## config.mk

```make
export PLATFORM = sky130hd
export DESIGN_NAME = program_loader
export DESIGN_NICKNAME = d
export VERILOG_FILES = /design/src/rtl/program_loader.sv
export SDC_FILE = /design/constraint.sdc
export NUM_CORES = 2
export LEC_CHECK = 0
export CAP_MARGIN = 30
export CORE_MARGIN = 3
export CORE_UTILIZATION = 25
export CTS_BUF_LIST = sky130_fd_sc_hd__clkbuf_4
export CTS_CLUSTER_SIZE = 14
export DETAILED_ROUTE_END_ITERATION = 12
export SLEW_MARGIN = 20
export SYNTH_ARGS = -nofsm -noshare
export SYNTH_HDL_FRONTEND = slang
export SYNTH_SLANG_ARGS = --single-unit
```

## constraint.sdc

```tcl
create_clock -name clk -period 10.83 [get_ports clk]
set_input_delay 1.6245 -clock clk [delete_from_list [all_inputs] [get_ports clk]]
set_output_delay 1.6245 -clock clk [all_outputs]
set_load 0.01 [all_outputs]
```

## src/rtl/program_loader.sv

```systemverilog
// Program memory loader: streams 4-bit words into RAM from address 0
// and serves a ROM-compatible combinational fetch port.
module program_loader #(
  parameter int          ADDR_WIDTH = 8,
  parameter logic [3:0]  NOP_WORD   = 4'b0111
) (
  input  logic                  clk,
  input  logic                  reset,
  input  logic                  startIn,
  input  logic [ADDR_WIDTH:0]   lengthIn,
  input  logic                  abortIn,
  input  logic                  dataValidIn,
  input  logic [3:0]            dataIn,
  output logic                  dataReadyOut,
  output logic                  loadingOut,
  output logic                  doneOut,
  output logic                  errorOut,
  output logic [ADDR_WIDTH:0]   wordCountOut,
  input  logic [ADDR_WIDTH-1:0] addressIn,
  output logic [3:0]            dataOut
);

  localparam int DEPTH = 2**ADDR_WIDTH;
  localparam logic [ADDR_WIDTH:0] DEPTH_W = (ADDR_WIDTH+1)'(DEPTH);
  localparam logic [ADDR_WIDTH:0] ONE_W   = (ADDR_WIDTH+1)'(1);
  localparam logic [ADDR_WIDTH:0] ZERO_W  = '0;

  typedef enum logic [1:0] {
    IDLE,
    LOAD,
    DONE
  } state_t;

  state_t              state_q, state_d;
  logic [ADDR_WIDTH:0] cnt_q, cnt_d;
  logic [ADDR_WIDTH:0] len_q, len_d;
  logic                err_q, err_d;
  logic [DEPTH-1:0]    vld_q, vld_d;
  logic [3:0]          mem_q [DEPTH];
  logic                we;
  logic [ADDR_WIDTH-1:0] ptr;

  // Word count doubles as the write pointer; it never exceeds DEPTH.
  assign ptr = cnt_q[ADDR_WIDTH-1:0];

  always_comb begin
    state_d = state_q;
    cnt_d   = cnt_q;
    len_d   = len_q;
    err_d   = err_q;
    vld_d   = vld_q;
    we      = 1'b0;
    unique case (state_q)
      IDLE: begin
        if (startIn) begin
          if (lengthIn > DEPTH_W) begin
            err_d = 1'b1;
          end else begin
            vld_d   = '0;
            cnt_d   = '0;
            err_d   = 1'b0;
            len_d   = lengthIn;
            state_d = (lengthIn == ZERO_W) ? DONE : LOAD;
          end
        end
      end
      LOAD: begin
        // Abort wins over a simultaneous transfer.
        if (abortIn) begin
          state_d = IDLE;
          err_d   = 1'b1;
        end else if (dataValidIn) begin
          we         = 1'b1;
          vld_d[ptr] = 1'b1;
          cnt_d      = cnt_q + ONE_W;
          if (cnt_d == len_q) begin
            state_d = DONE;
          end
        end
      end
      DONE: begin
        state_d = IDLE;
      end
      default: begin
        state_d = IDLE;
      end
    endcase
  end

  always_ff @(posedge clk or posedge reset) begin
    if (reset) begin
      state_q <= IDLE;
      cnt_q   <= '0;
      len_q   <= '0;
      err_q   <= 1'b0;
      vld_q   <= '0;
    end else begin
      state_q <= state_d;
      cnt_q   <= cnt_d;
      len_q   <= len_d;
      err_q   <= err_d;
      vld_q   <= vld_d;
    end
  end

  always_ff @(posedge clk) begin
    if (we) begin
      mem_q[ptr] <= dataIn;
    end
  end

  assign dataReadyOut = (state_q == LOAD);
  assign loadingOut   = (state_q == LOAD);
  assign doneOut      = (state_q == DONE);
  assign errorOut     = err_q;
  assign wordCountOut = cnt_q;
  assign dataOut      = vld_q[addressIn] ? mem_q[addressIn] : NOP_WORD;

endmodule

```

# == Yosys cells after proc, flatten, opt, wreduce, memory -nomap -nowiden ==
# Memory sizes are Yosys's and may differ from the RTL's.
# Cells that the tools add are included.
# word_totals
reg_bits,277
latch_bits,0
ramBits,1024
romBits,0
in_bits,26
output_inout_bits,17
elab_cells,62
mem_count,1
# classes
addsub,1
multipliers,0
n_div,0
magnitude_cmp,4
n_eq_ne,10
shifts,0
n_mux,31
bitwise,2
n_reduce_logical,8
# mem_list
memory,depth,word_bits,rd,rd_ports_with_merged_regs,write_ports,line,rtl
mem_q,256,4,1,0,1,39,logic [3:0] mem_q [DEPTH];
# ops
operator,n
256-bit two-way mux,4
256-bit one-hot mux with 2 select lines,1
256-bit OR,1
9-bit two-way mux,4
8-bit by 9-bit less-than comparator with 1-bit output (second input constant),2
9-bit one-hot mux with 2 select lines,1
2-bit two-way mux,6
1-bit two-way mux,10
2-bit != test (second input constant),5
9-bit by 1-bit adder with 9-bit output (second input constant),1
9-bit == test,1
9-bit > comparator (second input constant),1
9-bit zero test,1
1-bit binary-select mux with 8-bit select,1
1-bit demux with 8-bit select,1
8-bit by 1-bit >= comparator with 1-bit output (second input constant),1
3-bit AND reduction,2
5-bit AND reduction,1
4-bit two-way mux,1
2-bit one-hot mux with 2 select lines,1
4-bit AND reduction,1
3-bit by 2-bit != test with 1-bit output (second input constant),1
3-bit != test (second input constant),1
2-bit by 1-bit == test with 1-bit output (second input constant),1
other kinds (6),6

# == Longest topological paths before layout ==
# logic_depth
ltp_word,8
mapped_depth,12
depth_no_buf,8

# == Worst setup path after synthesis ==
# Ideal clock, no wire load.
# synth_path
path_type,input port to output port
startpoint,input port addressIn[1]
endpoint,output port dataOut[3]
arrival_ns,3.523
required_time_ns,9.206
path_slack_ns,5.683
path_stages,10
path_buffers,4
cell_sequence,buf_2 > clkbuf_8 > buf_2 > clkbuf_1 > mux4_2 > a221oi_1 > o22ai_1 > a21oi_1 > nand2_1 > and4_1
# synth_via
elab_chain_cells,3
word_cells_on_any_way,4
cone_classes,3 x mux; 1 x memory
# synth_lines
item,line,rtl
"start, declared",19,"input logic [ADDR_WIDTH-1:0] addressIn,"
1-bit binary-select mux with 8-bit select,117,assign dataOut = vld_q[addressIn] ? mem_q[addressIn] : NOP_WORD;
1-bit two-way mux (not written as such),117,
4-bit two-way mux (*),117,
"end, declared",20,output logic [3:0] dataOut
# Every way passes the cells marked *; elsewhere a longest branch is shown, timed or not. The select of a mux whose other input is x is not followed.

# == Worst setup path in the final report ==
# layout_path
startpoint,input port addressIn[0]
endpoint,output port dataOut[0]
# The elaborated chain is that of the path after synthesis.

==> flow_metrics.tcl <==
set metrics [dict create \
    outcome "complete, no violations" \
    cp.required_ns 9.21 \
    worst-slew-pin-transition_ns 1.06 \
    post_drt_wl_per_cell_um 21.4 \
    synthToLayoutAreaGrowth_pct 14.4 \
    io_pins 43 \
    period_needed_ns 7.65 \
    fin_setup_tns_ns 0 \
    grt_pass1_vias 31476 \
    viasPerCell 4.75 \
    drc 0 \
    skew_ns 0.128 \
    gp_congestion 0.802 \
    grt.overflow.total 0 \
    cts_setup_buffers 0 \
    p_leak_nw 21.3 \
    die-area_um2 220000 \
    fin_nets 3503 \
    setup_viol 0 \
    drive_gt1_share_pct 24.4 \
    end_kind "output port" \
    synth_flop_cell "edfxtp_1" \
    power.density_nw_per_um2 168 \
    place_area_um2 56800 \
    cts_hold_buffers 0 \
    routed_wl_um 140000 \
    yosys_warnings 0 \
    maxCapViolCount 0 \
    cts_tree "done" \
    ant_nets 0 \
    hold_path_class "flip-flop to flip-flop" \
    final_core_util_pct 28.8 \
    vias 31050 \
    crit_family "buffers and inverters" \
    ys_seq_area_share_pct 70.4 \
    p_total_w 0.0103 \
    crit_slowest_cell "nor4_1" \
    cts_resized 0 \
    rsz0062_at_grt "no" \
    worst_slack_ns 3.18 \
    die-height_um 469 \
    rows 169 \
    finalHoldViolCount 0 \
    syn_area_um2 53500 \
    numCtsBuffers 351 \
    htreeDepth 5 \
    critPathMaxStageDelay_ns 0.92 \
    clkTransAtPathRegs_ns 0.05 \
    firstDrtPassIters 5 \
    synth-edff-count 1024 \
    max_freq_ghz 0.131 \
    synth_cell_type_count 68 \
    synth_fp_nets 3252 \
    dp_slack_ns 3.23 \
    grt_start_max_net_pins 265 \
    track_usage_pct 12.5 \
    grt_pass1_wl_um 207000 \
    crit_chain "buf_8 -> buf_12 -> mux4_1 -> a22oi_1 -> a21oi_1 -> nor4_1 -> o31ai_1 -> buf_2 -> clkdlybuf4s50_1" \
    critPathKind "input port to output port" \
    core_region_area_um2 213000 \
    vdd_drop_max_v 0.000107 \
    finalCritPeriodShare_pct 70.6 \
    avgSynthCellArea_um2 16.6 \
    final_common_cell "edfxtp_1" \
    insertion_delay_ns 1.23 \
    place.port_buffers 42 \
    design_area_um2 61200 \
    drtIter0Drc 3313 \
    syn_inst 3222 \
    initial_core_util_pct 25.2 \
    r2r_slack_ns 7.33 \
    die_x_um 469 \
    cts_buffer_depth 4 \
    place_hpwl_um 83400 \
    arrival_ns 6.02 \
    antenna_found_initial 3 \
    ys_seq_elements 1301 \
    start_kind "input port" \
    cts_root_buf "clkbuf_4" \
    crit_buf_inv 4 \
    synthArstFlopShare_pct 21.3 \
    clock_sinks 1301 \
    maxSlewViolCount 0 \
    final_cell_mix "1024 x edfxtp_1, 555 x nor2_1, 522 x clkbuf_4, 296 x a21oi_1, 277 x dfrtp_1" \
    cp_max_fo 76 \
    relSlewSlack_pct 29.1 \
]
## final timing paths
kind                                        startpoint                       to  cells after the start
worst max-delay path                      addressIn[0]               dataOut[0]                      9
worst min-delay path             vld_q[25]$_DFFE_PP0P_    vld_q[25]$_DFFE_PP0P_                      2
worst max register to register  state_q[1]$_DFFE_PP0P_  mem_q[132][2]$_DFFE_PP_                      6
worst min register to register   vld_q[25]$_DFFE_PP0P_    vld_q[25]$_DFFE_PP0P_                      2
max in group asynchronous                        reset     len_q[3]$_DFFE_PP0P_                      4
min in group asynchronous                        reset   vld_q[221]$_DFFE_PP0P_                      2
## Yosys cell counts, drive strengths merged (3+ instances only)
library cell	count	area share, %
and2	6	0.072
a31oi	11	0.13
o211ai	4	0.065
nand2b	11	0.13
or3	5	0.058
inv	7	0.049
o31ai	12	0.17
nand4	7	0.082
o22ai	18	0.21
nand2	68	0.48
buf	98	1.5
a221oi	5	0.082
a22o	7	0.11
a211oi	7	0.098
a2111oi	5	0.11
nor2b	22	0.26
mux4	294	13
a21oi	297	2.8
and3	17	0.20
o21ai	23	0.22
dfrtp	277	13
nor3	14	0.13
mux2i	92	1.7
edfxtp	1024	57
a22oi	66	0.93
xor2	5	0.082
clkbuf	138	1.3
a311o	4	0.075
a21boi	5	0.070
mux2	11	0.23
a32oi	3	0.049
nand3	43	0.40
nor4	10	0.12
o221ai	19	0.33
xnor2	7	0.11
nor2	559	3.9
ha	4	0.094
## per-layer routing
layer	share of wire (%)	global-route usage [%]	wire length, um
met4	2.6	4.62	3640
met3	9.0	3.54	12600
met5	0.0093	0	13
met2	46	18.9	64200
met1	42	17.1	59400
## stage by stage
stage,hold slack (ns),instances
final,0.484,6533
after global routing,0.505,6531
after CTS,0.488,6512
after detailed placement,0.475,5928
after global placement,0.468,5910
after floorplan,0.454,3222
## worst reg2reg max path, cell delays in order, from the launching register on
cell	delay [ns]
dfrtp_1	0.47
nor2b_1	0.40
nor2b_1	0.27
and2_0	0.15
buf_4	0.30
nand3_2	0.81
nor2_1	0.73
## sequential cells by signal, summed over array words and instances (netlist names)
name          cells
wordCountOut      9
vld_q           256
len_q             9
mem_q          1024
state_q           2
errorOut          1
## power by group
group	internal [W]	switching, W
clock	0.00225	0.00195
sequential	0.00542	0.0000255
combinational	0.000209	0.000404
total	0.00788	0.00238
## cell type report
cell class / count / area [um2]
Clock buffer: 522 / 3920
Fill cell: 21218 / 151000
Sequential cell: 1301 / 37700
Tap cell: 2821 / 3530
Timing Repair Buffer: 134 / 1360
Inverter: 7 / 33.8
Multi-Input combinational cell: 1678 / 14400
Clock inverter: 62 / 329
Antenna cell: 8 / 20.0
## kinds of logic (layout without fill, tap and decap cells)
family	after synthesis	count (layout)	synth area share (%)
xor gates and xnor gates	12	12	0.196
other	0	8	0
adders and majority gates	4	4	0.0935
and+or+nand+nor	768	768	5.94
buffers and inverters	243	725	2.91
AOI/OAI and AO/OA	497	497	5.62
muxes	397	397	14.8
DFF	1301	1301	70.4
Power figures use the tool's default switching activity.
